--- config.mk ---
export PLATFORM = sky130hd
export DESIGN_NAME = negator_unit
export DESIGN_NICKNAME = d
export VERILOG_FILES = /design/src/rtl/negator_unit.sv
export SDC_FILE = /design/constraint.sdc
export NUM_CORES = 1
export LEC_CHECK = 0
export ABC_AREA = 1
export BUFFER_PORTS_ARGS = -buffer_cell sky130_fd_sc_hd__buf_4
export CORE_MARGIN = 2
export CORE_UTILIZATION = 59
export CTS_CLUSTER_DIAMETER = 100
export DETAILED_ROUTE_END_ITERATION = 10
export GPL_TIMING_DRIVEN = 0
export PLACE_DENSITY = 0.86
export SYNTH_ARGS = -nofsm -noshare
export SYNTH_HDL_FRONTEND = slang
export SYNTH_SLANG_ARGS = --single-unit
--- constraint.sdc ---
create_clock -name CLK -period 6.2 [get_ports CLK]
set_input_delay 0.93 -clock CLK [delete_from_list [all_inputs] [get_ports CLK]]
set_output_delay 0.93 -clock CLK [all_outputs]
set_load 0.02 [all_outputs]
--- src/rtl/negator_unit.sv ---
// negator_unit
//   Multi-cycle complement unit. One operand is accepted through a
//   valid/ready handshake. The unit produces bitwise NOT, two's-complement
//   negation, absolute value or pass-through. The carry chain is walked CHUNK
//   bits per cycle, starting with the least-significant chunk, so the adder
//   depth stays bounded at CHUNK bits. The result is held until consumed.
//
//   Optional feature macro: NEG_ABS_MODE_EN
//     defined   : MODE 2'b10 computes the absolute value.
//     undefined : MODE 2'b10 behaves as pass-through (MODE 2'b11), OVF = 0.
//
//   Parameters
//     WIDTH : operand/result width, must be a multiple of CHUNK
//     CHUNK : bits processed per BUSY cycle (N = WIDTH/CHUNK cycles)
//
//   Ports
//     CLK       in   rising-edge clock
//     RST       in   asynchronous active-high reset
//     IN_VALID  in   operand/mode present
//     IN_READY  out  unit can accept (IDLE only)
//     IN        in   operand
//     MODE      in   00 NOT, 01 NEG, 10 ABS, 11 PASS
//     OUT_VALID out  result valid (DONE)
//     OUT_READY in   consumer takes the result
//     Y         out  registered result
//     OVF       out  NEG/ABS of the most-negative value
//     ZERO      out  Y == 0
module negator_unit #(
  parameter int unsigned WIDTH = 16,
  parameter int unsigned CHUNK = 4
) (
  input  logic             CLK,
  input  logic             RST,
  input  logic             IN_VALID,
  output logic             IN_READY,
  input  logic [WIDTH-1:0] IN,
  input  logic [1:0]       MODE,
  output logic             OUT_VALID,
  input  logic             OUT_READY,
  output logic [WIDTH-1:0] Y,
  output logic             OVF,
  output logic             ZERO
);

  localparam int unsigned N     = WIDTH / CHUNK;
  localparam int unsigned IDX_W = (N > 1) ? $clog2(N) : 1;

  localparam logic [IDX_W-1:0] LAST_IDX   = IDX_W'(N - 1);
  localparam logic [WIDTH-1:0] MOST_NEG   = {1'b1, {(WIDTH-1){1'b0}}};
  localparam logic [WIDTH-1:0] CHUNK_MASK = ~({WIDTH{1'b1}} << CHUNK);

  typedef enum logic [1:0] {
    S_IDLE,
    S_BUSY,
    S_DONE
  } state_t;

  // ABS is resolved to NEG or PASS at capture time using the operand sign,
  // so the chunk datapath only ever sees three operations.
  typedef enum logic [1:0] {
    OP_NOT,
    OP_NEG,
    OP_PASS
  } op_t;

  state_t           state_q;
  op_t              op_q;
  op_t              op_in;
  logic [WIDTH-1:0] opnd_q;
  logic [IDX_W-1:0] idx_q;
  logic             carry_q;
  logic [WIDTH-1:0] y_q;
  logic             ovf_q;
  logic             zero_q;

  int unsigned      base;
  logic [CHUNK-1:0] chunk_in;
  logic [CHUNK-1:0] chunk_out;
  logic [CHUNK:0]   sum;
  logic [WIDTH-1:0] y_next;
  logic             ovf_next;

  // Decode the requested mode into the effective operation.
  always_comb begin
    op_in = OP_PASS;
    case (MODE)
      2'b00:   op_in = OP_NOT;
      2'b01:   op_in = OP_NEG;
`ifdef NEG_ABS_MODE_EN
      2'b10:   op_in = IN[WIDTH-1] ? OP_NEG : OP_PASS;
`else
      2'b10:   op_in = OP_PASS;
`endif
      default: op_in = OP_PASS;
    endcase
  end

  // One chunk of the result. Selection and insertion use shifts and masks
  // so the chunk position can be a plain integer index.
  always_comb begin
    base      = CHUNK * 32'(idx_q);
    chunk_in  = CHUNK'(opnd_q >> base);
    sum       = {1'b0, ~chunk_in} + {{CHUNK{1'b0}}, carry_q};
    chunk_out = chunk_in;
    case (op_q)
      OP_NOT:  chunk_out = ~chunk_in;
      OP_NEG:  chunk_out = sum[CHUNK-1:0];
      default: chunk_out = chunk_in;
    endcase
    y_next   = (y_q & ~(CHUNK_MASK << base)) | (WIDTH'(chunk_out) << base);
    ovf_next = (op_q == OP_NEG) && (opnd_q == MOST_NEG);
  end

  always_ff @(posedge CLK or posedge RST) begin
    if (RST) begin
      state_q <= S_IDLE;
      op_q    <= OP_NOT;
      opnd_q  <= '0;
      idx_q   <= '0;
      carry_q <= 1'b0;
      y_q     <= '0;
      ovf_q   <= 1'b0;
      zero_q  <= 1'b0;
    end else begin
      case (state_q)
        S_IDLE: begin
          if (IN_VALID) begin
            opnd_q  <= IN;
            op_q    <= op_in;
            idx_q   <= '0;
            carry_q <= 1'b1;
            state_q <= S_BUSY;
          end
        end
        S_BUSY: begin
          y_q     <= y_next;
          // Carry out of the top chunk is naturally dropped here: the next
          // operation reloads the carry on capture.
          carry_q <= sum[CHUNK];
          if (idx_q == LAST_IDX) begin
            ovf_q   <= ovf_next;
            zero_q  <= (y_next == '0);
            state_q <= S_DONE;
          end else begin
            idx_q <= idx_q + 1'b1;
          end
        end
        S_DONE: begin
          if (OUT_READY) begin
            state_q <= S_IDLE;
          end
        end
        default: state_q <= S_IDLE;
      endcase
    end
  end

  assign IN_READY  = (state_q == S_IDLE);
  assign OUT_VALID = (state_q == S_DONE);
  assign Y         = y_q;
  assign OVF       = ovf_q;
  assign ZERO      = zero_q;

endmodule
After elaboration in Yosys (flattened, before gate mapping)
Index checks and enable logic that the tools add are counted.
Operators by class
  reduce and logical (&&, ||, !) cells: 11
  muxes and demuxes: 11
  equality and inequality tests: 10
  add/subtract/negate cells: 2
  shift operators: 3
  bitwise logic cells: 4
Operators by type and width (number)
  $and 16x16->16: 1
  $eq 16x16->1 const B: 1
  $logic_not 16->1: 1
  $not 16->16: 1
  $or 16x16->16: 1
  $shl 4x4->16: 1
  $shl 4x4->16 const A: 1
  $shr 16x4->4: 1
  $mux 2: 5
  $pmux 2 s2: 2
  $pmux 4 s2: 1
  $eq 2x1->1 const B: 3
  $logic_not 2->1: 3
  $ne 2x2->1 const B: 3
  $pmux 2 s3: 1
  $reduce_and 2->1: 3
  $reduce_and 3->1: 2
  $add 4x1->5: 1
  $eq 2x2->1 const B: 2
  $not 4->4: 1
  $add 2x1->2 const B: 1
  $ne 2x1->1 const B: 1
  $pmux 1 s2: 1
  $reduce_bool 2->1: 1
  2 further kinds: 2
Word-level totals
  output and inout port bits: 20
  register bits: 41
  word-level logic and storage cells: 49

Depth between registers and ports, before layout
Gate-level depths: netlist of run 1.
  depth after elaboration: 7
  mapped depth: 19

Worst setup path after synthesis of run 1
No wires, ideal clock.
  path type: flip-flop to flip-flop
  start: register idx_q[0]
  end: register zero_q (netlist: ZERO)
  cell stages (with the launch flop): 20
  path slack: 4.069 ns
  data arrival time: 2.014 ns
  clock period less this slack: 2.131 ns
  data required time: 6.083 ns
  setup time: 0.117 ns
  path buffers: 1
  cell sequence: dfrtp_1 > inv_2 > buf_6 > nand2_1 > nand3_1 > nand2_1 > ha_1 > ha_1 > a21oi_1 > inv_1 > nand2_1 > nand3_2 > nand2_1 > clkinv_1 > nand3_1 > nor2_1 > nand2_1 > nor2_1 > nand3_1 > nand2_1
Between the ends
  longest elaborated chain between the ends: 7
  elaborated cells on any way between the ends: 12
  those cells by class: add/sub: 1; eq/ne: 1; shift: 3; mux: 1; bitwise: 4; reduce/logical: 2
RTL lines
  start: declaration: line 70  | logic [IDX_W-1:0] idx_q;
  start signal: assignment: line 145  | idx_q <= idx_q + 1'b1;
  $shr 16x4->4: line 102  | chunk_in = CHUNK'(opnd_q >> base);
  $not 4->4: line 103, 106
  $add 4x1->5: line 103  | sum = {1'b0, ~chunk_in} + {{CHUNK{1'b0}}, carry_q};
  $pmux 4 s2: line 105  | case (op_q)
  $shl 4x4->16: line 110  | y_next = (y_q & ~(CHUNK_MASK << base)) | (WIDTH'(chunk_out) << base);
  $or 16x16->16: line 110
  $logic_not 16->1: line 142  | zero_q <= (y_next == '0);
  end signal: assignment: line 142
  end: declaration: line 74  | logic zero_q;
Several ways; a longest one is shown, not always the timed one.
A chain may end at the register's enable or synchronous reset.

Final worst setup path of run 1
Same ends and word-level chain as after synthesis.

==> results of run 1 <==
-- placed cells by master, fill, tap and decap left out, types with 6 or more instances in the layout --
master,n
nor2_1,21
dfrtp_1,41
nand3_2,7
a31oi_1,7
nand3_1,19
nand2_1,98
o21ai_0,17
nand4_1,6
ha_1,6
clkbuf_8,8
clkbuf_1,6
inv_1,15
nand2_2,6
buf_4,41
-- flip-flops by register name (all words and copies together), names as in the netlist --
| signal | count |
|---|---|
| Y | 16 |
| opnd_q | 16 |
| idx_q | 2 |
| op_q | 2 |
| state_q | 2 |
| OVF | 1 |
| ZERO | 1 |
| carry_q | 1 |
-- routing by layer --
layer,vias up,track usage,wire length [um]
li1,1002,-,-
met1,948,0.2918,2024
met2,53,0.4678,2566
met3,9,0.04966,208
met4,0,0.08333,61
met5,-,0,0
-- through the flow --
step                  util  hold WS [ns]
floorplan                -        0.4629
global placement    0.7073        0.4675
detailed placement  0.7073        0.4747
CTS                 0.7352        0.4924
global route        0.7352        0.5229
finish              0.7352        0.4914
-- worst min-delay path: stages, from the launching register on --
cell	delay, ns
dfrtp_1	0.35
nand2_1	0.05
o21ai_0	0.06
-- cell type report --
cell class / instances / share of cell area
multi-input cells: 205 / 0.3817
flip-flops and latches: 41 / 0.3841
repair buffers: 41 / 0.1152
inverters: 20 / 0.02810
well taps: 48 / 0.02248
clock inverters: 1 / 0.001874
plain buffers: 11 / 0.03044
clock buffers: 7 / 0.03607
-- power by group through the flow --
stage / clock (W) / sequential, W / combinational [W]
after floorplan: 0 / 0.000529 / 0.000519
after global placement: 0 / 0.000487 / 0.000765
after detailed placement: 0 / 0.000493 / 0.000791
after CTS: 0.000190 / 0.000489 / 0.000801
after global routing: 0.000202 / 0.000505 / 0.000899
final: 0.000189 / 0.000490 / 0.000804
-- final timing paths --
check | from | end | slack, ns | depth (start not counted)
max reg2reg | idx_q[0] | ZERO | 3.69 | 19
min reg2reg | Y[13] | Y[13] | 0.49 | 2
min | Y[13] | Y[13] | 0.49 | 2
min in group asynchronous | RST | Y[5] | 0.80 | 2
max in group asynchronous | RST | op_q[1] | 4.87 | 2
max | idx_q[0] | ZERO | 3.69 | 19
-- Yosys cell counts --
master    number  area share
nand2_1       98        0.17
dfrtp_1       41        0.47
nor2_1        21       0.036
nand3_1       19       0.043
o21ai_0       17       0.039
inv_1         16       0.027
a31oi_1        7       0.020
nand3_2        7       0.032
clkbuf_1       6       0.010
ha_1           6       0.034
nand2_2        6       0.017
nand4_1        6       0.017
buf_6          4       0.020
o31ai_1        4       0.014
inv_2          3      0.0051
nor4_1         3      0.0085
a21oi_1        2      0.0045
o21ai_1        2      0.0045
a21oi_2        1      0.0040
clkbuf_8       1      0.0062
clkinv_1       1      0.0017
nand3b_1       1      0.0034
nand4_2        1      0.0057
nor4b_1        1      0.0040
o211ai_1       1      0.0034
o21ai_2        1      0.0040
or2_2          1      0.0028
-- kinds of logic after synthesis --
group / after synthesis / share of synthesized area
compound gates: 35 / 0.09262
fa+ha+maj: 6 / 0.03409
buf+inv: 31 / 0.07102
flops: 41 / 0.4659
simple gates: 164 / 0.3364
==> reports/summary.txt, run 1 <==
initial detailed-routing violation count = 156
post-synthesis instance area = 2202 um^2
switching share of power = 0.4688
Slew Limit Fails = 0
fin area = 2671 um^2
CTS Hold Bufs = 0
Multi-input gate area = 1020 um^2
later-pin clock latency in the skew report = 0.29 ns
Critical Path End Type = flip-flop
post-DR wirelength/cell = 13.00 um
Synth Register Bits = 41
crit-path max cell delay = 0.46 ns
RSZ-0062 raised after global routing = no
synth unique cells = 27
clock power share = 0.127
Critical Path RT = 6.39 ns
status = completed
initial core utilization = 0.6061
Tot GR Track Use = 0.2524
PostCTS Resize Cnt = 0
First-pass DRT Iterations = 4
WP data arrival = 2.70 ns
via count = 2012
clk slew on worst S/H paths = 0.08 ns
Power Internal = 0.0007877 W
fin crit share = 0.4046
CP bufs+invs = 4
slowest CP cell = dfrtp_1
number of global-route vias before repair = 1915
Final setup viols = 0
sequential fraction of the synthesis area = 0.4659
largest net degree at the start of global routing = 42
Ports = 42
# diodes = 0
row count = 22
Core Footprint = 3633 um^2
vias per std cell = 5.380
crit-path most repeated cell = nand2_1
# Max-Cap Violations = 0
post-route ant nets = 0
setup bufs post-CTS = 0
Final Wtd Congestion = 0.9471
FILL cells = 310
Clock Skew = 0.006251 ns
Hold Crit Class = reg -> reg
H-Tree Depth = 2
total power = 0.001483 W
Worst Setup Path Type = reg -> reg
Max Freq = 398.6 MHz
synthesized area per cell = 7.950 um^2
Fin. Hold Viols = 0
Nets = 353
sequential share of power = 0.330
total CTS buffers = 5
layout cells sized above 1 = 0.2301
Leakage = 1.378 nW
pre-CTS setup slack = 3.774 ns
DIE AREA = 4237 um^2
CP Cell Sequence = inv_2 > buf_6 > nand2_1 > nand3_1 > nand2_1 > ha_1 > ha_1 > a21oi_1 > inv_1 > nand2_1 > nand3_2 > nand2_1 > clkinv_1 > nand3_1 > nor2_1 > nand2_1 > nor2_1 > nand3_1 > nand2_1
cell family with most CP delay = simple AND/OR/NAND/NOR gates
Mapped Nets = 305
placed insts = 366
setup TNS = 0 ns
final wirelength = 4.861 mm
Clk Tree Root Cell = clkbuf_8
Worst-Margin Slew = 0.8213 ns
Die Ht = 65.10 um
area growth from synthesis to layout = 21.31%
setup ws final = 3.692 ns
register area = 1026 um^2
first-pass GRT wire length = 8.273 mm
Psw = 0.0006952 W
post-layout min period = 2.509 ns
Non-Filler Instances = 374
initial antenna violation count = 0
clock tree from TritonCTS = yes
total gr overflow = 0
Startpoint Class = flip-flop
CP Max Fanout = 10
maximum vdd drop = 0.2772 mV
Max clock buf depth = 2
Chip Width = 65.10 um
Power per Cell Area = 555.1 nW/um^2
Placed Area = 2570 um^2
dpl hpwl = 3.594 mm
Slew HR = 0.4517
Comb pwr share = 0.543
cells after synthesis = 277
synth warn = 0
DRC violation count after routing = 0
clk sinks = 41
port bufs = 41
(Power assumes the default switching activity.)
==> run 2, diff against run 1 <==
--- a/config.mk
+++ b/config.mk
@@ -8,11 +8,11 @@
 export ABC_AREA = 1
 export BUFFER_PORTS_ARGS = -buffer_cell sky130_fd_sc_hd__buf_4
 export CORE_MARGIN = 2
-export CORE_UTILIZATION = 59
+export CORE_UTILIZATION = 55
 export CTS_CLUSTER_DIAMETER = 100
 export DETAILED_ROUTE_END_ITERATION = 10
 export GPL_TIMING_DRIVEN = 0
-export PLACE_DENSITY = 0.86
+export PLACE_DENSITY = 0.81
 export SYNTH_ARGS = -nofsm -noshare
 export SYNTH_HDL_FRONTEND = slang
 export SYNTH_SLANG_ARGS = --single-unit
==> constraint.sdc (replaced) <==
create_clock -name CLK -period 2.5 [get_ports CLK]
set_input_delay 0.375 -clock CLK [delete_from_list [all_inputs] [get_ports CLK]]
set_output_delay 0.375 -clock CLK [all_outputs]
set_load 0.02 [all_outputs]
==> run 2 against run 1 <==
Effect of this change: clock skew increased by 0.0045 ns; via count decreased by 1.7%; non-clock buffer count increased by 4; utilization decreased by 0.49 points; combinational power increased to 2.5 times the previous value; critical path depth unchanged; clock power increased to 2.9 times the previous value; sequential power increased by 150%; largest power group unchanged.
==> reports/summary.txt, run 2 (synthesis gave the netlist of run 1 again) <==
Detail Route met2 WL = 2.321 mm
dpl hpwl = 3.492 mm
total gr overflow = 0
Critical Path RT = 2.70 ns
Clock Skew = 0.01075 ns
metal3 WL = 185 um
clk sinks = 41
Hold Crit Class = in -> async
Chip Width = 67.28 um
row count = 22
RSZ-0062 raised after global routing = no
maximum vdd drop = 0.6307 mV
H-Tree Depth = 2
Worst Setup Path Type = reg -> reg
post-route ant nets = 0
pre-CTS setup slack = 0.06024 ns
CP Max Fanout = 5
# diodes = 0
Die Ht = 67.28 um
Nets = 357
via count = 1978
first-pass GRT wire length = 8.079 mm
final wirelength = 4.762 mm
WP data arrival = 2.46 ns
post-DR wirelength/cell = 12.60 um
port bufs = 41
CP Cell Sequence = inv_2 > buf_6 > nand2_1 > nand3_2 > nand2_2 > ha_1 > ha_1 > a21oi_2 > inv_1 > nand2_1 > nand3_2 > nand2_1 > clkinv_1 > nand3_1 > nor2_1 > nand2_1 > nor2_1 > nand3_1 > nand2_1
commonest non-fill, non-tap cell in the layout = nand2_1
Placed Area = 2570 um^2
total CTS buffers = 5
Critical Path End Type = flip-flop
Max clock buf depth = 2
largest net degree at the start of global routing = 42
Tot GR Track Use = 0.2393
top routing layer used = met4
status = completed
later-pin clock latency in the skew report = 0.30 ns
post-layout min period = 2.263 ns
fin crit share = 0.9051
# Max-Cap Violations = 0
Slew Limit Fails = 0
DIE AREA = 4526 um^2
Startpoint Class = flip-flop
area growth from synthesis to layout = 24.15%
Ports = 42
Final setup viols = 0
clk slew on worst S/H paths = 0.08 ns
wl on met1 = 2.185 mm
crit-path max cell delay = 0.46 ns
CP bufs+invs = 4
initial detailed-routing violation count = 110
Leakage = 1.405 nW
initial core utilization = 0.5882
Core Footprint = 3744 um^2
Slew HR = 0.4500
Final Wtd Congestion = 0.8971
Max Freq = 441.9 MHz
number of global-route vias before repair = 1837
commonest non-fill, non-tap cells in the layout = nand2_1 (97), buf_4 (45), dfrtp_1 (40), nor2_1 (21)
First-pass DRT Iterations = 4
layout cells sized above 1 = 0.2515
crit-path most repeated cell = nand2_1
vias per std cell = 5.233
cell family with most CP delay = simple AND/OR/NAND/NOR gates
Fin. Hold Viols = 0
clock tree from TritonCTS = yes
setup TNS = 0 ns
initial antenna violation count = 0
fin area = 2734 um^2
Power per Cell Area = 1393 nW/um^2
setup ws final = 0.2373 ns
Clk Tree Root Cell = clkbuf_8
Worst-Margin Slew = 0.8238 ns
CTS Hold Bufs = 0
slowest CP cell = dfrtp_2
DRC violation count after routing = 0
==> run 2: cell count changes in the layout (fill, tap and decap cells not counted), sizes merged <==
cell / previous run / this run
buf: 45 / 49
clkinv: 2 / 1
bufinv: 0 / 1
==> run 2: cell type report <==
class	instances	area (um^2)
clock buffers	7	86.33
well taps	48	60.06
plain buffers	11	81.33
repair buffers	45	337.8
flip-flops and latches	41	1027
fillers	314	1010
inverters	20	75.07
clock inverters	1	30.03
multi-input cells	205	1036
==> run 2: final timing paths <==
kind	from	end	slack [ns]	depth (start not counted)
worst max-delay path	idx_q[0]	ZERO	0.24	19
worst min-delay path	RST	Y[10]	0.24	2
worst max register to register	idx_q[0]	ZERO	0.24	19
worst min register to register	OVF	OVF	0.49	2
max in group asynchronous	RST	idx_q[0]	1.70	2
min in group CLK	OUT_READY	state_q[1]	0.25	2
==> run 2: report_power, final <==
part / total, W / internal (W) / switching [W]
Combinational: 0.00204 / 0.000781 / 0.00125
Sequential: 0.00122 / 0.000967 / 0.000251
Clock: 0.000554 / 0.000326 / 0.000229
==> run 2: routing by layer <==
layer	track usage	vias to the layer above
met1	0.3071	912
met2	0.3923	43
met5	0	-
met3	0.05500	7
met4	0.09439	0
li1	-	1016
==> run 2: metrics by stage <==
step / power (W) / hold WS [ns] / instances / util
2_1_floorplan: 0.002599 / 0.4629 / 277 / -
3_3_place_gp: 0.003132 / 0.4663 / 366 / 0.6865
3_5_place_dp: 0.003176 / 0.4717 / 366 / 0.6865
4_1_cts: 0.003732 / 0.2453 / 374 / 0.7176
5_1_grt: 0.004148 / 0.2585 / 378 / 0.7303
6_report: 0.003808 / 0.2417 / 378 / 0.7303
==> run 2: timing repair <==
action / CTS / global route
endpoints found under the setup margin: 0 / 1
gates resized for setup: 0 / 5
buffers inserted: 0 / 4
==> run 2: worst register-to-register path, cell delays in order (launching register included) <==
cell and delay (ns):
dfrtp_2 0.46, inv_2 0.10, buf_6 0.11, nand2_1 0.07
nand3_2 0.08, nand2_2 0.07, ha_1 0.20, ha_1 0.21
a21oi_2 0.18, inv_1 0.06, nand2_1 0.11, nand3_2 0.09
nand2_1 0.07, clkinv_1 0.05, nand3_1 0.06, nor2_1 0.04
nand2_1 0.06, nor2_1 0.04, nand3_1 0.07, nand2_1 0.05
